<file path="src/rtl/instr_fetch.sv">
// Instruction fetch sequencer: holds the PC, issues one read per request to a
// synchronous instruction RAM and hands the returned word to the IR.
module instr_fetch #(
    parameter int ADDR_W  = 12,
    parameter int WORD_W  = 17,
    parameter int MEM_LAT = 1
) (
    input  logic              clk,
    input  logic              rst,
    input  logic              fetch_req,
    input  logic              jump_en,
    input  logic [ADDR_W-1:0] jump_addr,
    output logic [ADDR_W-1:0] mem_addr,
    output logic              mem_rd,
    input  logic [WORD_W-1:0] mem_rdata,
    output logic [WORD_W-1:0] ir_datain,
    output logic              ir_write_en,
    output logic [ADDR_W-1:0] pc,
    output logic              busy,
    output logic              fetch_done
);

    // Handshake: fetch_req is accepted only in IDLE (level or pulse, never
    // queued); jump_en is taken on any cycle, applied at once in IDLE and
    // deferred to the end of LOAD while a fetch is in flight.
    typedef enum logic [1:0] {
        S_IDLE = 2'd0,
        S_ADDR = 2'd1,
        S_WAIT = 2'd2,
        S_LOAD = 2'd3
    } state_t;

    state_t            state, state_nxt;
    logic [2:0]        lat_cnt;
    logic              pend_valid;
    logic [ADDR_W-1:0] pend_addr;
    logic              last_wait;

    assign last_wait = (state == S_WAIT) && (lat_cnt == 3'd1);

    always_comb begin
        state_nxt = state;
        case (state)
            S_IDLE: if (fetch_req) state_nxt = S_ADDR;
            S_ADDR: state_nxt = S_WAIT;
            S_WAIT: if (last_wait) state_nxt = S_LOAD;
            S_LOAD: state_nxt = S_IDLE;
            default: state_nxt = S_IDLE;
        endcase
    end

    // Strobes decode straight from the state register, so they are 0 in reset.
    assign mem_rd      = (state == S_ADDR);
    assign ir_write_en = (state == S_LOAD);
    assign fetch_done  = (state == S_LOAD);
    assign busy        = (state != S_IDLE);

    always_ff @(posedge clk or posedge rst) begin
        if (rst) begin
            state      <= S_IDLE;
            pc         <= '0;
            mem_addr   <= '0;
            ir_datain  <= '0;
            lat_cnt    <= '0;
            pend_valid <= 1'b0;
            pend_addr  <= '0;
        end else begin
            state <= state_nxt;
            case (state)
                S_IDLE: begin
                    if (jump_en) pc <= jump_addr;
                    if (fetch_req) mem_addr <= jump_en ? jump_addr : pc;
                end
                S_ADDR, S_WAIT: begin
                    if (state == S_ADDR) lat_cnt <= 3'(MEM_LAT);
                    else                 lat_cnt <= lat_cnt - 3'd1;
                    if (jump_en) begin
                        pend_valid <= 1'b1;
                        pend_addr  <= jump_addr;
                    end
                end
                S_LOAD: begin
                    // A jump seen in LOAD itself is the most recent and wins.
                    if (jump_en)         pc <= jump_addr;
                    else if (pend_valid) pc <= pend_addr;
                    else                 pc <= pc + ADDR_W'(1);
                    pend_valid <= 1'b0;
                end
                default: ;
            endcase
            if (last_wait) ir_datain <= mem_rdata;
        end
    end

endmodule

</file>
<file path="config.mk">
export PLATFORM = sky130hd
export DESIGN_NAME = instr_fetch
export DESIGN_NICKNAME = d
export VERILOG_FILES = /design/src/rtl/instr_fetch.sv
export SDC_FILE = /design/constraint.sdc
export NUM_CORES = 1
export LEC_CHECK = 0
export BUFFER_PORTS_ARGS = -buffer_cell sky130_fd_sc_hd__buf_4
export CORE_MARGIN = 8
export CORE_UTILIZATION = 57
export CTS_CLUSTER_SIZE = 14
export DETAILED_ROUTE_END_ITERATION = 8
export PLACE_DENSITY_LB_ADDON = 0.1
export SKIP_CTS_REPAIR_TIMING = 1
export SLEW_MARGIN = 15
export SYNTH_ARGS = -nofsm -noshare
export SYNTH_HDL_FRONTEND = slang
export SYNTH_SLANG_ARGS = --single-unit
</file>
<file path="constraint.sdc">
create_clock -name clk -period 4.2 [get_ports clk]
set_clock_uncertainty 0.1 [all_clocks]
set_input_delay 0.63 -clock clk [delete_from_list [all_inputs] [get_ports clk]]
set_output_delay 0.63 -clock clk [all_outputs]
set_load 0.02 [all_outputs]
</file>
# ---- Word level (Yosys, flattened, before mapping)
# Cells that the tools add are included.
dict set report word_totals {
  wordCells 36
  regBits 59
}
dict set report op_classes {
  n_mux 10
  reduce_logical 10
  n_addsub 2
  n_eq_ne 7
}
# operator n
set ops {}
lappend ops {{$mux 12} 3}
lappend ops {{$pmux 12 s2} 1}
lappend ops {{$add 12x1->12 const B} 1}
lappend ops {{$pmux 2 s4} 1}
lappend ops {{$reduce_and 2->1} 4}
lappend ops {{$ne 2x2->1 const B} 3}
lappend ops {{$reduce_bool 2->1} 3}
lappend ops {{$eq 2x2->1 const B} 2}
lappend ops {{$mux 2} 2}
lappend ops {{$eq 3x1->1 const B} 1}
lappend ops {{$mux 3} 1}
lappend ops {{$sub 3x1->3 const B} 1}
lappend ops {{$eq 2x1->1 const B} 1}
lappend ops {{$logic_not 2->1} 1}
lappend ops {{$pmux 1 s2} 1}
lappend ops {{$reduce_or 2->1} 1}
lappend ops {{$logic_and 1x1->1} 1}
lappend ops {{$mux 1} 1}

# ---- Logic depth before layout (Yosys ltp)
# Gate-level depths: netlist of run 1.
dict set report depth {
  word_depth 4
  depth_mapped 8
}

# ---- Worst setup path after synthesis of run 1
# No wires, ideal clock.
dict set report synth_path {
  path_kind {reg-to-reg}
  from {register state[0]}
  to {register pend_addr[0]}
  path_slack_ns 2.408
  path_buffers 2
  t_required_ns 3.975
  stages_incl_launch_ff 7
  arrival_ns 1.568
  cell_sequence {dfrtp_1 -> inv_1 -> ha_1 -> buf_4 -> nand2_1 -> buf_2 -> mux2_2}
}
dict set report synth_between {
  elab_chain_len 3
  elab_cells_between_ends 4
}
# item line_no
set synth_rtl {}
lappend synth_rtl {{start: declaration} 33} ;# state_t state, state_nxt;
lappend synth_rtl {{start signal: assignment} 68} ;# state <= state_nxt;
lappend synth_rtl {{$eq 2x1->1 or $eq 2x2->1 (tied branches)} 69} ;# case (state)
lappend synth_rtl {{$reduce_or 2->1 *} 69}
lappend synth_rtl {{$reduce_and 2->1 (no line) *} n/a}
lappend synth_rtl {{end signal: assignment} 79} ;# pend_addr <= jump_addr;
lappend synth_rtl {{end: declaration} 36} ;# logic [ADDR_W-1:0] pend_addr;
# Every way passes the cells marked *; elsewhere a longest branch is shown, timed or not.
# A chain may end at the register's enable or synchronous reset.

# ---- Final worst setup path of run 1
dict set report layout_path {
  from {register state[0]}
  to {output fetch_done}
}
dict set report layout_between {
  elab_chain_len 1
}
# item line_no
set layout_rtl {}
lappend layout_rtl {{$eq 2x2->1} 55} ;# assign fetch_done = (state == S_LOAD);
lappend layout_rtl {{end: declaration} 20} ;# output logic fetch_done
# No other way between the ends.

==> flow_summary.ini, run 1 <==
[power_and_ir_drop]
power_frac_comb_pct = 50.8
peakVddDrop_v = 0.0004047
switching_share_pct = 41.56
p_leak_nw = 1.765
power.switching_mw = 1.444
intPower_mw = 2.030
power.density_mw_per_mm2 = 908.6
total_power_mw = 3.474
power_frac_clock_pct = 16.7
seq_power_share_pct = 32.5

[synth]
yosys.area_share.adder_pct = 3.309
yosysTopAreaCell = dfrtp_1
syn_nets = 318
synth_top_cell_area_share_pct = 48.80
syn_area_per_cell_um2 = 10.92
synth_edf_count = 0
syn_area_mm2 = 0.003025
ys.flop_type = dfrtp_1
synth.area.top_cells = dfrtp_1 (49%), mux2_2 (11%), mux2i_1 (4.6%)
postSynthCellCount = 277
synth_top_family_by_area = multiplexers
synth-simple-area-share_pct = 11.33
synth_cell_types = 46
synth-xor-area-share_pct = 1.447
yosys_warnings = 0
ys_seq_elements = 59
synthArstFlopShare_pct = 100.0
ys_seq_area_share_pct = 48.80
synth_compound_area_share_pct = 14.35
synthMuxAreaShare_pct = 15.80

[global_route]
antenna_found_initial = 0
grt_pass1_vias = 2378
grt_overflow = 0
grt_first_pass_wirelength_um = 11820
grtUsageTotal_pct = 19.82
grt_max_degree = 35

[clock_network]
cts_buffer_depth = 2
path_clk_slew_ns = 0.07
clkLatencyLatePin_ns = 0.34
cts_tree = yes
numCtsBuffers = 9
ctsRootBufferMaster = clkbuf_8
clock_sinks = 59
htree_levels = 3

[floorplanning]
io_pins = 78
fp.dieH_um = 88.86
rows = 26
fp.coreArea_mm2 = 0.005107
dieArea_mm2 = 0.007895
die_w_um = 88.86
initial_utilization_pct = 59.24

[final_layout]
finalNetCount = 389
fin_cells = 423
final_cell_mix = buf_4 (78), dfrtp_1 (59), mux2_2 (30)
final_core_util_pct = 74.87
layout.cells.most_common = buf_4
final_cell_area_mm2 = 0.003824
n_fill_cell = 386
drive_gt1_share_pct = 38.24
antennaDiodeCount = 0
synthToLayoutAreaGrowth_pct = 26.39

[sta]
setup-tns-final_ns = 0
rsz0062_at_grt = false
drv_slew = 0
slew_headroom_pct = 45.72
period_needed_ns = 2.423
worst_pin_slew_ns = 0.8142
setup_viol = 0
hold_viol = 0
finalCritPeriodShare_pct = 57.70
max_freq_ghz = 0.4127

[min_path]
hold_class = primary input to async pin

[status]
status = finished clean

[placement]
dp_hpwl_um = 5125
gp_congestion = 0.8301
place.detailed.instances = 407
port_buffers = 77
placedInstanceArea_mm2 = 0.003597

[worst_setup_path]
end_kind = output port
r2r-start = state[0]$_DFFE_PP0P_
rr_worst_depth = 4
startpoint = state[0]$_DFFE_PP0P_
cp-start-kind = flip-flop
cp_data_required_time_ns = 3.47
path_class = flip-flop to output port
critPathMaxFanout = 21
worstPathArrival_ns = 1.69

[drt]
firstDrtPassIters = 5
drt.antenna.violating_nets = 0
drc = 0
wirelength_um = 7209
vias = 2352
drt_iter0_drc = 124
vias_per_cell = 5.560
wl_per_cell_um = 17.04

[flow_run]
maxCapViolCount = 0
==> worst paths after layout <==
path                            slack, ns                       end
worst max-delay path                 1.78                fetch_done
worst min-delay path                 0.23  ir_datain[4]$_DFFE_PP0P_
worst max register to register       1.87  pend_addr[0]$_DFFE_PP0P_
worst min register to register       0.40  pend_addr[6]$_DFFE_PP0P_
max in group asynchronous            2.94  pend_addr[5]$_DFFE_PP0P_
min in group clk                     0.40  pend_addr[6]$_DFFE_PP0P_
==> final cells by class <==
class | count | area (µm²) | share of cell area [%]
Clock inverter | 6 | 88.84 | 2.323
Clock buffer | 10 | 137.6 | 3.599
Sequential cell | 59 | 1476 | 38.61
Timing Repair Buffer | 78 | 585.6 | 15.31
Inverter | 13 | 48.80 | 1.276
Tap cell | 70 | 87.58 | 2.291
Multi-Input combinational cell | 187 | 1399 | 36.58
==> cell families (layout without fill, tap and decap cells) <==
logic type | Yosys count | in the layout
AOI/OAI and AO/OA | 69 | 69
xor gates and xnor gates | 5 | 5
adders and majority gates | 8 | 8
buffers and inverters | 31 | 107
DFF | 59 | 59
muxes | 44 | 44
and+or+nand+nor | 61 | 61
==> worst max-delay path, stage by stage (launching register included) <==
cell and delay, ns:
dfrtp_1 0.41, ha_1 0.67, buf_4 0.27
==> per-layer routing <==
layer,wire (µm),share of wire [%],track usage [%]
met5,0,0,0
met4,123,1.7,8.141
met3,603,8.4,6.221
met2,3336,46,29.85
met1,3145,44,25.64
==> per-stage QoR <==
step	hold slack, ns	setup slack, ns
after global routing	0.2785	1.675
after global placement	0.3679	1.995
after CTS	0.2431	1.787
after detailed placement	0.3888	1.900
after floorplan	0.3497	2.014
final	0.2329	1.777
==> sequential cells by signal, indices dropped and copies added, names as in the netlist <==
register,count
state,2
pend_valid,1
pend_addr,12
ir_datain,17
pc,12
mem_addr,12
lat_cnt,3
==> power by group through the flow <==
stage,logic (mW),registers [mW],clock network [mW]
after global placement,1.71,1.12,0
after CTS,1.77,1.13,0.593
final,1.77,1.13,0.580
after detailed placement,1.76,1.14,0
after floorplan,1.02,1.30,0
after global routing,1.93,1.18,0.616
==> Yosys cell counts (all sizes together), types with 5 or more instances <==
| master | instances |
|---|---|
| a21oi | 23 |
| a22oi | 5 |
| a31oi | 8 |
| buf | 15 |
| dfrtp | 59 |
| ha | 8 |
| inv | 13 |
| mux2 | 30 |
| mux2i | 14 |
| nand2 | 12 |
| nand2b | 6 |
| nand3 | 5 |
| nor2 | 17 |
| nor2b | 7 |
| o21ai | 10 |
| o22ai | 5 |
Note: power is estimated with default switching activity, not from simulation.
==> run 2, diff against run 1 <==
--- a/config.mk
+++ b/config.mk
@@ -7,7 +7,7 @@
 export LEC_CHECK = 0
 export BUFFER_PORTS_ARGS = -buffer_cell sky130_fd_sc_hd__buf_4
 export CORE_MARGIN = 8
-export CORE_UTILIZATION = 57
+export CORE_UTILIZATION = 53
 export CTS_CLUSTER_SIZE = 14
 export DETAILED_ROUTE_END_ITERATION = 8
 export PLACE_DENSITY_LB_ADDON = 0.1
==> constraint.sdc (replaced) <==
create_clock -name clk -period 2.35 [get_ports clk]
set_clock_uncertainty 0.1 [all_clocks]
set_input_delay 0.3525 -clock clk [delete_from_list [all_inputs] [get_ports clk]]
set_output_delay 0.3525 -clock clk [all_outputs]
set_load 0.02 [all_outputs]
==> run 2 against run 1 <==
Non-clock buffer count rose by 8. Critical endpoint is now pc[5]$_DFFE_PP0P_. Clock-buffer cell count fell by 1. Clock power rose by 74%. Critical path type is now flip-flop to flip-flop.
==> flow_summary.ini, run 2 (synthesis results as in run 1) <==
[status]
status = finished clean

[final_layout]
final_cell_mix = buf_4 (84), dfrtp_1 (59), mux2_2 (30)
antennaDiodeCount = 0
fin_cells = 433
top_register = ir_datain
layout.cells.most_common = buf_4
drive_gt1_share_pct = 39.34
final_core_util_pct = 70.67
synthToLayoutAreaGrowth_pct = 28.62
finalNetCount = 397
largest_reg_flops = 17
final_cell_area_mm2 = 0.003891

[power_and_ir_drop]
peakVddDrop_v = 0.0008115
power.density_mw_per_mm2 = 1618
total_power_mw = 6.296
p_leak_nw = 1.801

[global_route]
grtUsageTotal_pct = 18.25
grt_overflow = 0
grt_first_pass_wirelength_um = 12300
grt_max_degree = 60
antenna_found_initial = 0
grt_pass1_vias = 2446

[clock_network]
clock_sinks = 59
htree_levels = 3
cts_tree = yes
cts_buffer_depth = 2
ctsRootBufferMaster = clkbuf_8
numCtsBuffers = 9
path_clk_slew_ns = 0.07
clkLatencyLatePin_ns = 0.34

[drt]
m1WireLength_um = 3295
wl_per_cell_um = 17.38
drc = 0
drt_iter0_drc = 105
met3_length_um = 562
drt.antenna.violating_nets = 0
vias = 2419
highest_layer = met4
firstDrtPassIters = 4
wl_met2_um = 3549
wirelength_um = 7525
vias_per_cell = 5.587

[placement]
port_buffers = 77
gp_congestion = 0.8914
placedInstanceArea_mm2 = 0.003665
post-place-ws_ns = 0.3044
dp_hpwl_um = 5347
place.detailed.instances = 416

[sta]
timing.hold.ws_ns = 0.1440
period_needed_ns = 2.099
setup_viol = 0
finalCritPeriodShare_pct = 89.32
rsz0062_at_grt = false
worst_pin_slew_ns = 0.7391
max_freq_ghz = 0.4764
hold_viol = 0
slew_headroom_pct = 50.73
setup-tns-final_ns = 0
drv_slew = 0
worst_slack_ns = 0.2510

[flow_run]
maxCapViolCount = 0

[floorplanning]
rows = 27
fp.coreArea_mm2 = 0.005507
die_w_um = 91.56
initial_utilization_pct = 54.94
io_pins = 78
fp.dieH_um = 91.56
dieArea_mm2 = 0.008382

[worst_setup_path]
critPathBufInv = 2
crit_chain = inv_1, ha_1, buf_4, o21bai_1, a22o_1, a31oi_1, o21ai_1
worstPathArrival_ns = 2.22
cp_num_cells = 7
critPathMaxFanout = 14
startpoint = state[0]$_DFFE_PP0P_
rr_worst_depth = 7
rr_endpoint = pc[5]$_DFFE_PP0P_
worst-r2r-setup-slack_ns = 0.25
slowest_delay_ns = 0.50
r2r-start = state[0]$_DFFE_PP0P_
cp_slowest_cell = ha_1
endpoint = pc[5]$_DFFE_PP0P_
path_class = flip-flop to flip-flop
cp_data_required_time_ns = 2.47
cp-start-kind = flip-flop
end_kind = flip-flop
cp_top_family = compound AO/OA/AOI/OAI gates

[min_path]
hold_class = primary input to flip-flop
run 2: cell count changes in the layout (fill, tap and decap cells not counted):
cell | previous run | this run
buf_12 | 0 | 1
buf_4 | 78 | 84
clkbuf_8 | 10 | 9
clkinv_2 | 1 | 2
clkinv_4 | 1 | 0
clkinvlp_4 | 2 | 3
dlygate4sd3_1 | 0 | 1
run 2: power by group:
| part | total [mW] | switching, mW | internal, mW |
|---|---|---|---|
| logic | 3.25 | 1.72 | 1.54 |
| registers | 2.04 | 0.488 | 1.55 |
| clock network | 1.01 | 0.413 | 0.592 |
| total | 6.30 | 2.62 | 3.68 |
run 2: worst min-delay path by stage:
stage / start / end / slack, ns / cells past startpoint
4_1_cts: rst / ir_datain[0]$_DFFE_PP0P_ / -0.02 / 3
2_1_floorplan: pend_addr[4]$_DFFE_PP0P_ / pend_addr[4]$_DFFE_PP0P_ / 0.35 / 2
5_1_grt: mem_rdata[5] / ir_datain[5]$_DFFE_PP0P_ / 0.13 / 2
3_3_place_gp: rst / ir_datain[5]$_DFFE_PP0P_ / 0.35 / 3
6_report: mem_rdata[7] / ir_datain[7]$_DFFE_PP0P_ / 0.14 / 2
3_5_place_dp: rst / ir_datain[2]$_DFFE_PP0P_ / 0.35 / 3
run 2: layout make-up:
class / instances / area, µm²
Fill cell: 421 / 1615
Sequential cell: 59 / 1476
Multi-Input combinational cell: 187 / 1399
Timing Repair Buffer: 86 / 660.6
Clock buffer: 9 / 123.9
Clock inverter: 7 / 92.59
Tap cell: 72 / 90.09
Inverter: 13 / 48.80
run 2: metal layers:
layer / track usage (%) / vias up
li1: - / 1154
met5: 0 / -
met2: 28.69 / 85
met1: 22.74 / 1170
met4: 8.186 / 0
met3: 5.185 / 10
